<file path="config.mk">
export PLATFORM = sky130hd
export DESIGN_NAME = phase_sequencer
export DESIGN_NICKNAME = d
export VERILOG_FILES = /design/src/rtl/phase_sequencer.sv
export SDC_FILE = /design/constraint.sdc
export NUM_CORES = 1
export LEC_CHECK = 0
export CAP_MARGIN = 5
export CORE_ASPECT_RATIO = 0.6
export CORE_MARGIN = 2
export CORE_UTILIZATION = 29
export CTS_BUF_LIST = sky130_fd_sc_hd__clkbuf_4 sky130_fd_sc_hd__clkbuf_8
export CTS_CLUSTER_DIAMETER = 80
export CTS_CLUSTER_SIZE = 40
export DETAILED_ROUTE_END_ITERATION = 10
export REMOVE_ABC_BUFFERS = 1
export SLEW_MARGIN = 10
export SYNTH_ARGS = -nofsm -noshare
export SYNTH_HDL_FRONTEND = slang
export SYNTH_SLANG_ARGS = --single-unit
export TNS_END_PERCENT = 5
</file>
<file path="constraint.sdc">
create_clock -name clk -period 2.1 [get_ports clk]
set_input_delay 0.42 -clock clk [delete_from_list [all_inputs] [get_ports clk]]
set_output_delay 0.42 -clock clk [all_outputs]
set_load 0.02 [all_outputs]
</file>
<file path="src/rtl/phase_sequencer.sv">
// Run-control sequencer: debounces the EXEC button and drives the run/pause/step/halt
// state machine, the one-hot phase vector, exec level and the retired-instruction count.
module phase_sequencer #(
  parameter int NUM_PHASES      = 5,
  parameter int DEBOUNCE_CYCLES = 4
) (
  input  logic                  clk,
  input  logic                  rst,
  input  logic                  exec_btn,
  input  logic                  step_mode,
  input  logic                  stop_flag,
  output logic [NUM_PHASES-1:0] phase,
  output logic                  p0,
  output logic                  exec,
  output logic                  running,
  output logic                  halted,
  output logic                  press,
  output logic [15:0]           retired
);

  localparam logic [15:0]           DB_LAST = 16'(DEBOUNCE_CYCLES - 1);
  localparam logic [NUM_PHASES-1:0] FIRST   = {{(NUM_PHASES-1){1'b0}}, 1'b1};

  typedef enum logic [1:0] {IDLE, RUN, HALT} state_t;

  logic        sync1, sync2, db;
  logic [15:0] db_cnt;

  state_t                  state, state_n;
  logic [NUM_PHASES-1:0]   phase_n;
  logic                    pause_pending, pause_n;
  logic                    stop_pending, stop_n;
  logic [15:0]             retired_n;

  // press is raised on the same edge db rises so it stays a registered output
  // without costing an extra cycle of latency.
  always_ff @(posedge clk) begin
    if (rst) begin
      sync1  <= 1'b0;
      sync2  <= 1'b0;
      db     <= 1'b0;
      db_cnt <= '0;
      press  <= 1'b0;
    end else begin
      sync1 <= exec_btn;
      sync2 <= sync1;
      press <= 1'b0;
      if (sync2 == db) begin
        db_cnt <= '0;
      end else if (db_cnt == DB_LAST) begin
        db     <= sync2;
        db_cnt <= '0;
        press  <= sync2;
      end else begin
        db_cnt <= db_cnt + 16'd1;
      end
    end
  end

  always_comb begin
    state_n   = state;
    phase_n   = phase;
    pause_n   = pause_pending;
    stop_n    = stop_pending;
    retired_n = retired;
    case (state)
      IDLE: begin
        if (press) begin
          state_n = RUN;
          phase_n = FIRST;
          pause_n = step_mode;
          stop_n  = 1'b0;
        end
      end
      RUN: begin
        if (phase[NUM_PHASES-1]) begin
          // instruction boundary: retire, then halt beats pause beats continue
          retired_n = retired + 16'd1;
          pause_n   = 1'b0;
          stop_n    = 1'b0;
          if (stop_pending || stop_flag) begin
            state_n = HALT;
            phase_n = '0;
          end else if (pause_pending || press) begin
            state_n = IDLE;
            phase_n = '0;
          end else begin
            phase_n = FIRST;
          end
        end else begin
          phase_n = {phase[NUM_PHASES-2:0], 1'b0};
          pause_n = pause_pending | press | step_mode;
          stop_n  = stop_pending | stop_flag;
        end
      end
      HALT: begin
        phase_n = '0;
      end
      default: begin
        state_n = IDLE;
        phase_n = '0;
      end
    endcase
  end

  always_ff @(posedge clk) begin
    if (rst) begin
      state         <= IDLE;
      phase         <= '0;
      pause_pending <= 1'b0;
      stop_pending  <= 1'b0;
      retired       <= '0;
      exec          <= 1'b0;
      halted        <= 1'b0;
    end else begin
      state         <= state_n;
      phase         <= phase_n;
      pause_pending <= pause_n;
      stop_pending  <= stop_n;
      retired       <= retired_n;
      exec          <= (state_n == RUN);
      halted        <= (state_n == HALT);
    end
  end

  assign p0      = phase[0];
  assign running = exec;

endmodule
</file>
==> flow_summary_export.csv <==
group,metric,value,unit
global_routing,grt_overflow,0,
place,io_buffers,30,
timing,grt_setup_unrepaired,"no",
floorplan,die_h,68.0,µm
logic_synthesis,synth_edf_count,0,
clocking,postCtsHoldBufs,0,
worst_hold_path,hold_path.class,"reg2reg",
setup_path,cp-end-kind,"primary output",
place,place.gp.congestion,0.766,
floorplan,rows,23,
drt,drt-initial-drc-count,99,
clocking,postCtsResizedCells,0,
timing,whs,0.443,ns
power_and_ir_drop,p_leak,0.771,nW
timing,timing.setup.tns,0,ns
timing,final_min_period_over_clock_period,0.896,
drt,routedWlPerCell,12.6,µm
power_and_ir_drop,peakVddDrop,367,µV
clocking,clk_latency,0.30,ns
final_layout,post-route-util,0.376,
clocking,root_buffer,"clkbuf_8",
floorplan,dieArea,7520,µm²
drt,ant_nets,0,
clocking,cts_made_buffers,5,
global_routing,antenna_found_initial,0,
global_routing,grt_pass1_wl,7020,µm
final_layout,area_delta_synth_final,26.6,%
logic_synthesis,yosysSeqAreaShare,0.476,
floorplan,io_pins,31,
setup_path,crit_buf_inv,1,
clocking,cts_tree,"done",
power_and_ir_drop,power_density,643,nW/µm²
setup_path,path_class,"reg2out",
timing,fin_skew,0.00870,ns
global_routing,grt_use_total,0.119,
logic_synthesis,postSynthCellCount,227,
setup_path,rrSetupSlack,0.26,ns
setup_path,cp_slowest_cell,"clkdlybuf4s50_1",
drt,vias,1669,
timing,slew_violations,0,
final_layout,antenna_cells,0,
final_layout,drive_above_1_share,0.0613,
setup_path,cp-start-kind,"flip-flop",
status,status,"completed",
drt,drc,0,
timing,min_period,1.88,ns
global_routing,grt_max_degree,18,
logic_synthesis,async_reset_ff_frac,0,
drt,routed_via_density,4.80,
setup_path,worstPathCellList,"clkdlybuf4s50_1",
timing,worst_slew_pin_slew,0.495,ns
floorplan,start_util,0.297,
setup_path,worst-r2r-cell-count,4,
setup_path,cp.arrival,1.46,ns
timing,max_freq,0.532,GHz
logic_synthesis,syn_area,1980,µm²
clocking,cts.sinks,47,
global_routing,grt_pass1_vias,1435,
worst_hold_path,hold_start,"sync1",
setup_path,reg2reg_from,"retired[5]",
run,cap_violations,0,
logic_synthesis,ys_types,34,
worst_hold_path,hold_end,"sync2",
clocking,cts_max_path_buffers,2,
setup_path,crit_fanout,9,
place,dp_hpwl,3100,µm
worst_hold_path,worstHoldPathCells,1,
floorplan,die_x,111,µm
floorplan,core_area,6650,µm²
setup_path,crit_path_start,"phase[4]",
logic_synthesis,synth_ff_type,"dfxtp_1",
logic_synthesis,syn_area_per_cell,8.71,µm²
setup_path,crit_family,"buffers and inverters",
timing,hold_violations,0,
drt,drt_first_pass_iters,4,
logic_synthesis,ys_warn_count,0,
timing,setup_viol,0,
setup_path,crit_required,1.68,ns
logic_synthesis,ys_ff_latch,47,
clocking,clkTransAtPathRegs,0.08,ns
setup_path,critPathMaxStageDelay,0.67,ns
drt,drt_wl_total,4370,µm
final_layout,layout.nets,267,
clocking,cts_setup_buffers,0,
setup_path,r2r-end,"retired[15]",
clocking,h-tree-depth,2,
timing,max-slew-margin-rel,0.669,
setup_path,worstSetupPathDepth,1,
## worst max path at each step
stage                        endpoint
after floorplan           retired[15]
after global placement    retired[15]
after detailed placement     phase[0]
after CTS                    phase[4]
after global routing      retired[15]
final                        phase[4]
## where the power goes
part	internal, mW	leakage, nW	switching (mW)
logic	0.0119	0.331	0.0166
registers	0.893	0.379	0.00124
clock network	0.385	0.0612	0.302
total	1.29	0.771	0.319
## final cells by class
cell class,instances,area (µm²)
multi-input cells,165,971
inverters,5,18.8
flip-flops and latches,47,941
clock buffers,6,82.6
well taps,87,109
clock inverters,2,35.0
fillers,686,4150
repair buffers,36,345
## metrics by stage
stage | area (µm²) | setup WS [ns] | cells | power [mW]
6_report | 2500 | 0.219 | 348 | 1.61
3_3_place_gp | 2380 | 0.320 | 340 | 0.944
4_1_cts | 2500 | 0.205 | 348 | 1.63
2_1_floorplan | 1930 | 0.221 | 217 | 0.921
5_1_grt | 2500 | 0.105 | 348 | 1.67
3_5_place_dp | 2380 | 0.247 | 340 | 0.944
## cell usage after synthesis, drive strengths merged, types with 3 or more instances
cell,number,area (µm²)
a21oi,11,55.1
a22oi,4,30.0
buf,3,20.0
clkbuf,7,26.3
dfxtp,47,941
inv,5,18.8
nand2,16,60.1
nand3,11,60.1
nand4,6,43.8
nor2,40,150
nor3,11,55.1
nor4,13,81.3
o21ai,4,20.0
o31ai,3,22.5
or4,3,22.5
xnor2,21,184
xor2,5,43.8
## registers in the layout (all words and copies together), names as in the netlist
register       cells
db_cnt            16
retired           16
phase              5
state              2
db                 1
exec               1
halted             1
pause_pending      1
press              1
stop_pending       1
sync1              1
sync2              1
## placed cells by master (no fill, tap or decap), drive strengths merged, types with 3 or more instances in the layout
cell type      count
dfxtp             47
nor2              40
clkdlybuf4s50     30
xnor2             21
nand2             16
nor4              13
nor3              11
a21oi             11
nand3             11
clkbuf             6
buf                6
nand4              6
inv                5
xor2               5
a22oi              4
o21ai              4
o31ai              3
or4                3
## per-layer routing
layer  track usage  wire (µm)  vias to the layer above  share of wire
met5             0          0                        -              0
met4        0.0422         40                        0         0.0092
met3        0.0407        306                        4          0.070
met2         0.156       1610                       42           0.37
met1         0.175       2410                      759           0.55
li1              -          -                      864              -
## cell families after synthesis
kind of cell,count (synthesis),synth area share
compound gates,23,0.0690
xor+xnor,26,0.115
fa+ha+maj,2,0.0127
buf+inv,15,0.0329
flops,47,0.476
mux,1,0.00506
simple gates,113,0.289
## worst register-to-register path: stages (launching register included)
cell and delay [ns]:
dfxtp_1 0.40, nand4_2 0.18, or3_1 0.52, or4_1 0.53, a21oi_1 0.15
Note: power is estimated with default switching activity, not from simulation.
